## config.mk

```make
export PLATFORM = sky130hd
export DESIGN_NAME = fetch_queue_unit
export DESIGN_NICKNAME = d
export VERILOG_FILES = /design/src/rtl/fetch_queue_unit.sv
export SDC_FILE = /design/constraint.sdc
export NUM_CORES = 1
export LEC_CHECK = 0
export CELL_PAD_IN_SITES_DETAIL_PLACEMENT = 0
export CELL_PAD_IN_SITES_GLOBAL_PLACEMENT = 1
export CORE_MARGIN = 2
export CORE_UTILIZATION = 55
export CTS_BUF_LIST = sky130_fd_sc_hd__clkbuf_16
export DETAILED_ROUTE_END_ITERATION = 6
export DONT_BUFFER_PORTS = 1
export HOLD_SLACK_MARGIN = 0.06
export PLACE_DENSITY = 0.9
export SKIP_CTS_REPAIR_TIMING = 1
export SKIP_LAST_GASP = 1
export SLEW_MARGIN = 25
export SYNTH_ARGS = -nofsm -noshare
export SYNTH_HDL_FRONTEND = slang
export SYNTH_SLANG_ARGS = --single-unit
export TNS_END_PERCENT = 100
```

## constraint.sdc

```tcl
create_clock -name clk -period 5.5 [get_ports clk]
set_input_delay 1.1 -clock clk [delete_from_list [all_inputs] [get_ports clk]]
set_output_delay 1.1 -clock clk [all_outputs]
set_load 0.1 [all_outputs]
```

## src/rtl/fetch_queue_unit.sv

```systemverilog
// Instruction-fetch front end: PC-sequential requests to a variable-latency memory,
// a prefetch queue of {pc, instr} pairs, branch redirect flushing and halt-opcode stop.
module fetch_queue_unit #(
   parameter int unsigned       ADDR_W   = 16,
   parameter int unsigned       INSTR_W  = 16,
   parameter int unsigned       DEPTH    = 4,
   parameter logic [ADDR_W-1:0] RESET_PC = '0,
   parameter int unsigned       OPC_W    = 4,
   parameter logic [OPC_W-1:0]  HALT_OPC = 4'hF
) (
   input  logic                         clk,
   input  logic                         rst,
   output logic                         imem_req,
   output logic [ADDR_W-1:0]            imem_addr,
   input  logic                         imem_ready,
   input  logic                         imem_rvalid,
   input  logic [INSTR_W-1:0]           imem_rdata,
   output logic                         instr_valid,
   output logic [INSTR_W-1:0]           instr,
   output logic [ADDR_W-1:0]            instr_pc,
   input  logic                         instr_ready,
   input  logic                         redirect,
   input  logic [ADDR_W-1:0]            redirect_pc,
   output logic                         halted,
   output logic [ADDR_W-1:0]            pc,
   output logic [$clog2(DEPTH+1)-1:0]   q_count
);

   localparam int unsigned       CNT_W = $clog2(DEPTH + 1);
   localparam int unsigned       PTR_W = $clog2(DEPTH);
   localparam logic [ADDR_W-1:0] STEP  = ADDR_W'(INSTR_W / 8);
   localparam logic [ADDR_W-1:0] EVEN  = ~ADDR_W'(1);

   typedef enum logic [1:0] {StFetch, StWait, StDrop, StHalt} state_e;

   state_e              state_q, state_d;
   logic [ADDR_W-1:0]   pc_q, pc_d;
   logic [ADDR_W-1:0]   fly_q, fly_d;
   logic                halted_q, halted_d;
   logic [CNT_W-1:0]    cnt_q, cnt_d;
   logic [PTR_W-1:0]    rd_q, rd_d, wr_q, wr_d;
   logic [ADDR_W-1:0]   qpc_q  [DEPTH];
   logic [INSTR_W-1:0]  qins_q [DEPTH];
   logic                accept, enq, deq, is_halt;

   function automatic logic [PTR_W-1:0] ptr_inc(input logic [PTR_W-1:0] p);
      return (p == PTR_W'(DEPTH - 1)) ? '0 : p + 1'b1;
   endfunction

   // FETCH never has a request in flight, so q_count alone reserves the slot.
   assign imem_req    = rst && (state_q == StFetch) && !redirect && (cnt_q < CNT_W'(DEPTH));
   assign accept      = imem_req && imem_ready;
   assign is_halt     = (imem_rdata[INSTR_W-1 -: OPC_W] == HALT_OPC);
   assign enq         = (state_q == StWait) && imem_rvalid && !redirect;
   assign deq         = instr_valid && instr_ready && !redirect;

   assign imem_addr   = pc_q & EVEN;
   assign instr_valid = (cnt_q != '0);
   assign instr       = qins_q[rd_q];
   assign instr_pc    = qpc_q[rd_q];
   assign halted      = halted_q;
   assign pc          = pc_q;
   assign q_count     = cnt_q;

   always_comb begin
      state_d  = state_q;
      pc_d     = pc_q;
      fly_d    = fly_q;
      halted_d = halted_q;
      cnt_d    = cnt_q;
      rd_d     = rd_q;
      wr_d     = wr_q;
      if (redirect) begin
         pc_d     = redirect_pc & EVEN;
         halted_d = 1'b0;
         cnt_d    = '0;
         rd_d     = '0;
         wr_d     = '0;
         // An outstanding response must still be absorbed unless it lands right now.
         unique case (state_q)
            StWait, StDrop: state_d = imem_rvalid ? StFetch : StDrop;
            default:        state_d = StFetch;
         endcase
      end else begin
         if (enq) wr_d = ptr_inc(wr_q);
         if (deq) rd_d = ptr_inc(rd_q);
         unique case ({enq, deq})
            2'b10:   cnt_d = cnt_q + 1'b1;
            2'b01:   cnt_d = cnt_q - 1'b1;
            default: cnt_d = cnt_q;
         endcase
         unique case (state_q)
            StFetch: begin
               if (accept) begin
                  fly_d   = pc_q;
                  pc_d    = pc_q + STEP;
                  state_d = StWait;
               end
            end
            StWait: begin
               if (imem_rvalid) begin
                  state_d  = is_halt ? StHalt : StFetch;
                  halted_d = is_halt;
               end
            end
            StDrop: begin
               if (imem_rvalid) state_d = StFetch;
            end
            default: state_d = state_q;
         endcase
      end
   end

   always_ff @(posedge clk) begin
      if (!rst) begin
         state_q  <= StFetch;
         pc_q     <= RESET_PC & EVEN;
         fly_q    <= '0;
         halted_q <= 1'b0;
         cnt_q    <= '0;
         rd_q     <= '0;
         wr_q     <= '0;
      end else begin
         state_q  <= state_d;
         pc_q     <= pc_d;
         fly_q    <= fly_d;
         halted_q <= halted_d;
         cnt_q    <= cnt_d;
         rd_q     <= rd_d;
         wr_q     <= wr_d;
      end
   end

   always_ff @(posedge clk) begin
      if (enq) begin
         qpc_q[wr_q]  <= fly_q;
         qins_q[wr_q] <= imem_rdata;
      end
   end

endmodule

```

==> out/metrics.yaml <==
row_count: 40
drt_iter0_drc: 257
critPathKind: "reg2reg"
gp_congestion: 0.722
clk_pin_slew_ns: 0.06
grt_pass1_vias: 3463
fmax_mhz: 280
worstMarginPinSlew_ns: 1.11
io_buffers: 0
grt_util_met3_pct: 6.67
routed_wl_mm: 11.1
final_nets: 479
numCtsBuffers: 17
die_w_um: 114
grtUsageMet2_pct: 29.2
wl_per_cell_um: 18.8
grt_use_total_pct: 18.4
fin_skew_ns: 0.00639
clk_latency_ns: 0.42
synth.distinct_cells: 50
clkSinkCount: 166
avgSynthCellArea_um2: 15.4
ys.flop_type: "edfxtp_1"
firstDrtPassIters: 4
core_area_um2: 12000
area_growth_pct: 9.96
arrival_ns: 3.93
synth_edf_count: 124
ir_worst_vdd_mv: 0.207
startpoint_type: "register"
slew_viol_final: 0
critPathCaptureType: "register"
synth_common_cells: "edfxtp_1, nand2_1, dfxtp_1"
htree_levels: 4
antenna_found_initial: 0
drt.antenna.violating_nets: 0
drcViolationCount: 0
initial_core_util_pct: 56.1
worstHoldPathType: "reg2reg"
required_ns: 5.85
netlist_area_um2: 6710
yosys-top-cells-area: "edfxtp_1, dfxtp_1, mux4_2"
yosysTopAreaCellShare_pct: 55.5
n_fill_cell: 875
pre_cts_ws_ns: 1.91
clockRootBuffer: "clkbuf_16"
relSlewSlack_pct: 26.0
yosysSeqAreaShare_pct: 68.0
dieHeight_um: 114
cts_max_path_buffers: 2
p_per_area_nw_per_um2: 359
overflow: 0
total_leakage_power_uw: 0.00237
drt-vias-per-instance: 5.82
total_power_uw: 2640
grt_pass1_wl_mm: 17.9
crit_fanout: 4
post-route-period-util_pct: 65.0
rsz0062_at_grt: "no"
ios: 108
setup-tns-final_ns: 0
drv_cap: 0
status: "finished clean"
period_minus_slack_ns: 3.57
hold_violations: 0
grtUsageMet1_pct: 22.8
synth_cells: 435
ys_seq_elements: 166
die_area_um2: 13100
dr_total_vias: 3436
cts_tree: "yes"
setup_violations: 0
yosysMostFrequentCell: "edfxtp_1"
top_usage_layer: "met2"
hpwl_mm: 6.91
fin_ws_ns: 1.93
antennaDiodeCount: 0
dp.cells: 556
yosys_warnings: 0
async_flop_share_pct: 0
drive_gt1_share_pct: 20.1
synth_top_cell_by_area: "edfxtp_1"
finalNonFillerCells: 590
grt_max_degree: 38
-- layer usage --
metal | part of all wire (%) | vias up
met5 | 0 | -
met4 | 1.8 | 0
met3 | 7.8 | 18
met2 | 48 | 118
met1 | 42 | 1670
li1 | - | 1630
-- cells by family (layout without fill, tap and decap cells) --
kind of cell | after synthesis | count (layout) | share of synthesized area (%)
compound gates | 59 | 59 | 5.95
xor+xnor | 4 | 4 | 0.522
fa+ha+maj | 11 | 11 | 2.16
buf+inv | 49 | 55 | 3.90
flops | 166 | 166 | 68.0
mux | 36 | 36 | 11.2
other cells | 1 | 3 | 0.0559
simple gates | 109 | 109 | 8.15
-- worst max-delay path: stages, from the launching register on --
cell	delay, ns
dfxtp_1	1.00
or3_1	0.86
nand2_1	0.25
nor2_1	0.16
ha_1	0.20
inv_1	0.06
fa_1	0.37
xor2_1	0.16
or3_1	0.31
a21oi_1	0.14
-- layout make-up --
class	count	area, µm²	share of cell area (%)
sequential	166	4600	62.3
timing repair buffer	10	101	1.37
multi-input combinational	222	1890	25.7
tap	147	184	2.49
clock buffer	17	425	5.77
clock inverter	15	125	1.70
inverter	13	48.8	0.662
-- registers in the layout, indices dropped and copies added (netlist names), named ones only --
name     flops
fly_q       15
halted       1
pc          15
q_count      3
qins_q      64
qpc_q       60
rd_q         2
state_q      2
wr_q         2
-- where the power goes --
part | switching, µW | total, µW | leakage (µW) | internal [µW]
Sequential | 130 | 1480 | 0.00148 | 1350
Combinational | 53.9 | 78.3 | 0.000605 | 24.4
Clock | 431 | 1080 | 0.000282 | 653
Total | 615 | 2640 | 0.00237 | 2030
-- worst paths after layout --
| kind | startpoint | end | slack [ns] | cells after the start |
|---|---|---|---|---|
| setup / recovery | q_count[0] | q_count[2] | 1.93 | 9 |
| hold / removal | state_q[1] | state_q[1] | 0.48 | 2 |
| setup reg to reg | q_count[0] | q_count[2] | 1.93 | 9 |
| hold reg to reg | state_q[1] | state_q[1] | 0.48 | 2 |
-- cells in the final DEF (no fill, tap or decap), drive strengths merged, types with 3 or more instances in the layout --
cell | synthesis | final
edfxtp | 124 | 124
xor2 | 3 | 3
clkbuf | 12 | 19
clkinvlp | 0 | 3
buf | 24 | 8
and2 | 5 | 5
nor2 | 18 | 18
inv | 13 | 18
nand3 | 10 | 10
dfxtp | 42 | 42
a21oi | 10 | 10
conb | 1 | 3
a21boi | 15 | 15
o21ai | 12 | 12
mux4 | 31 | 31
nor3 | 5 | 5
ha | 10 | 10
nand4 | 3 | 3
a31oi | 4 | 4
clkinv | 0 | 5
mux2 | 3 | 3
or3 | 3 | 3
o211a | 4 | 4
or4 | 5 | 5
nand2 | 45 | 45
o31ai | 4 | 4
-- metrics by stage --
stage	hold slack (ns)	utilization, %	cell area, µm²
final	0.484	61.7	7380
after global routing	0.527	61.7	7380
after CTS	0.493	61.4	7340
after detailed placement	0.485	56.8	6790
after global placement	0.467	56.8	6790
after floorplan	0.454	-	6720
Note: power is estimated with default switching activity, not from simulation.
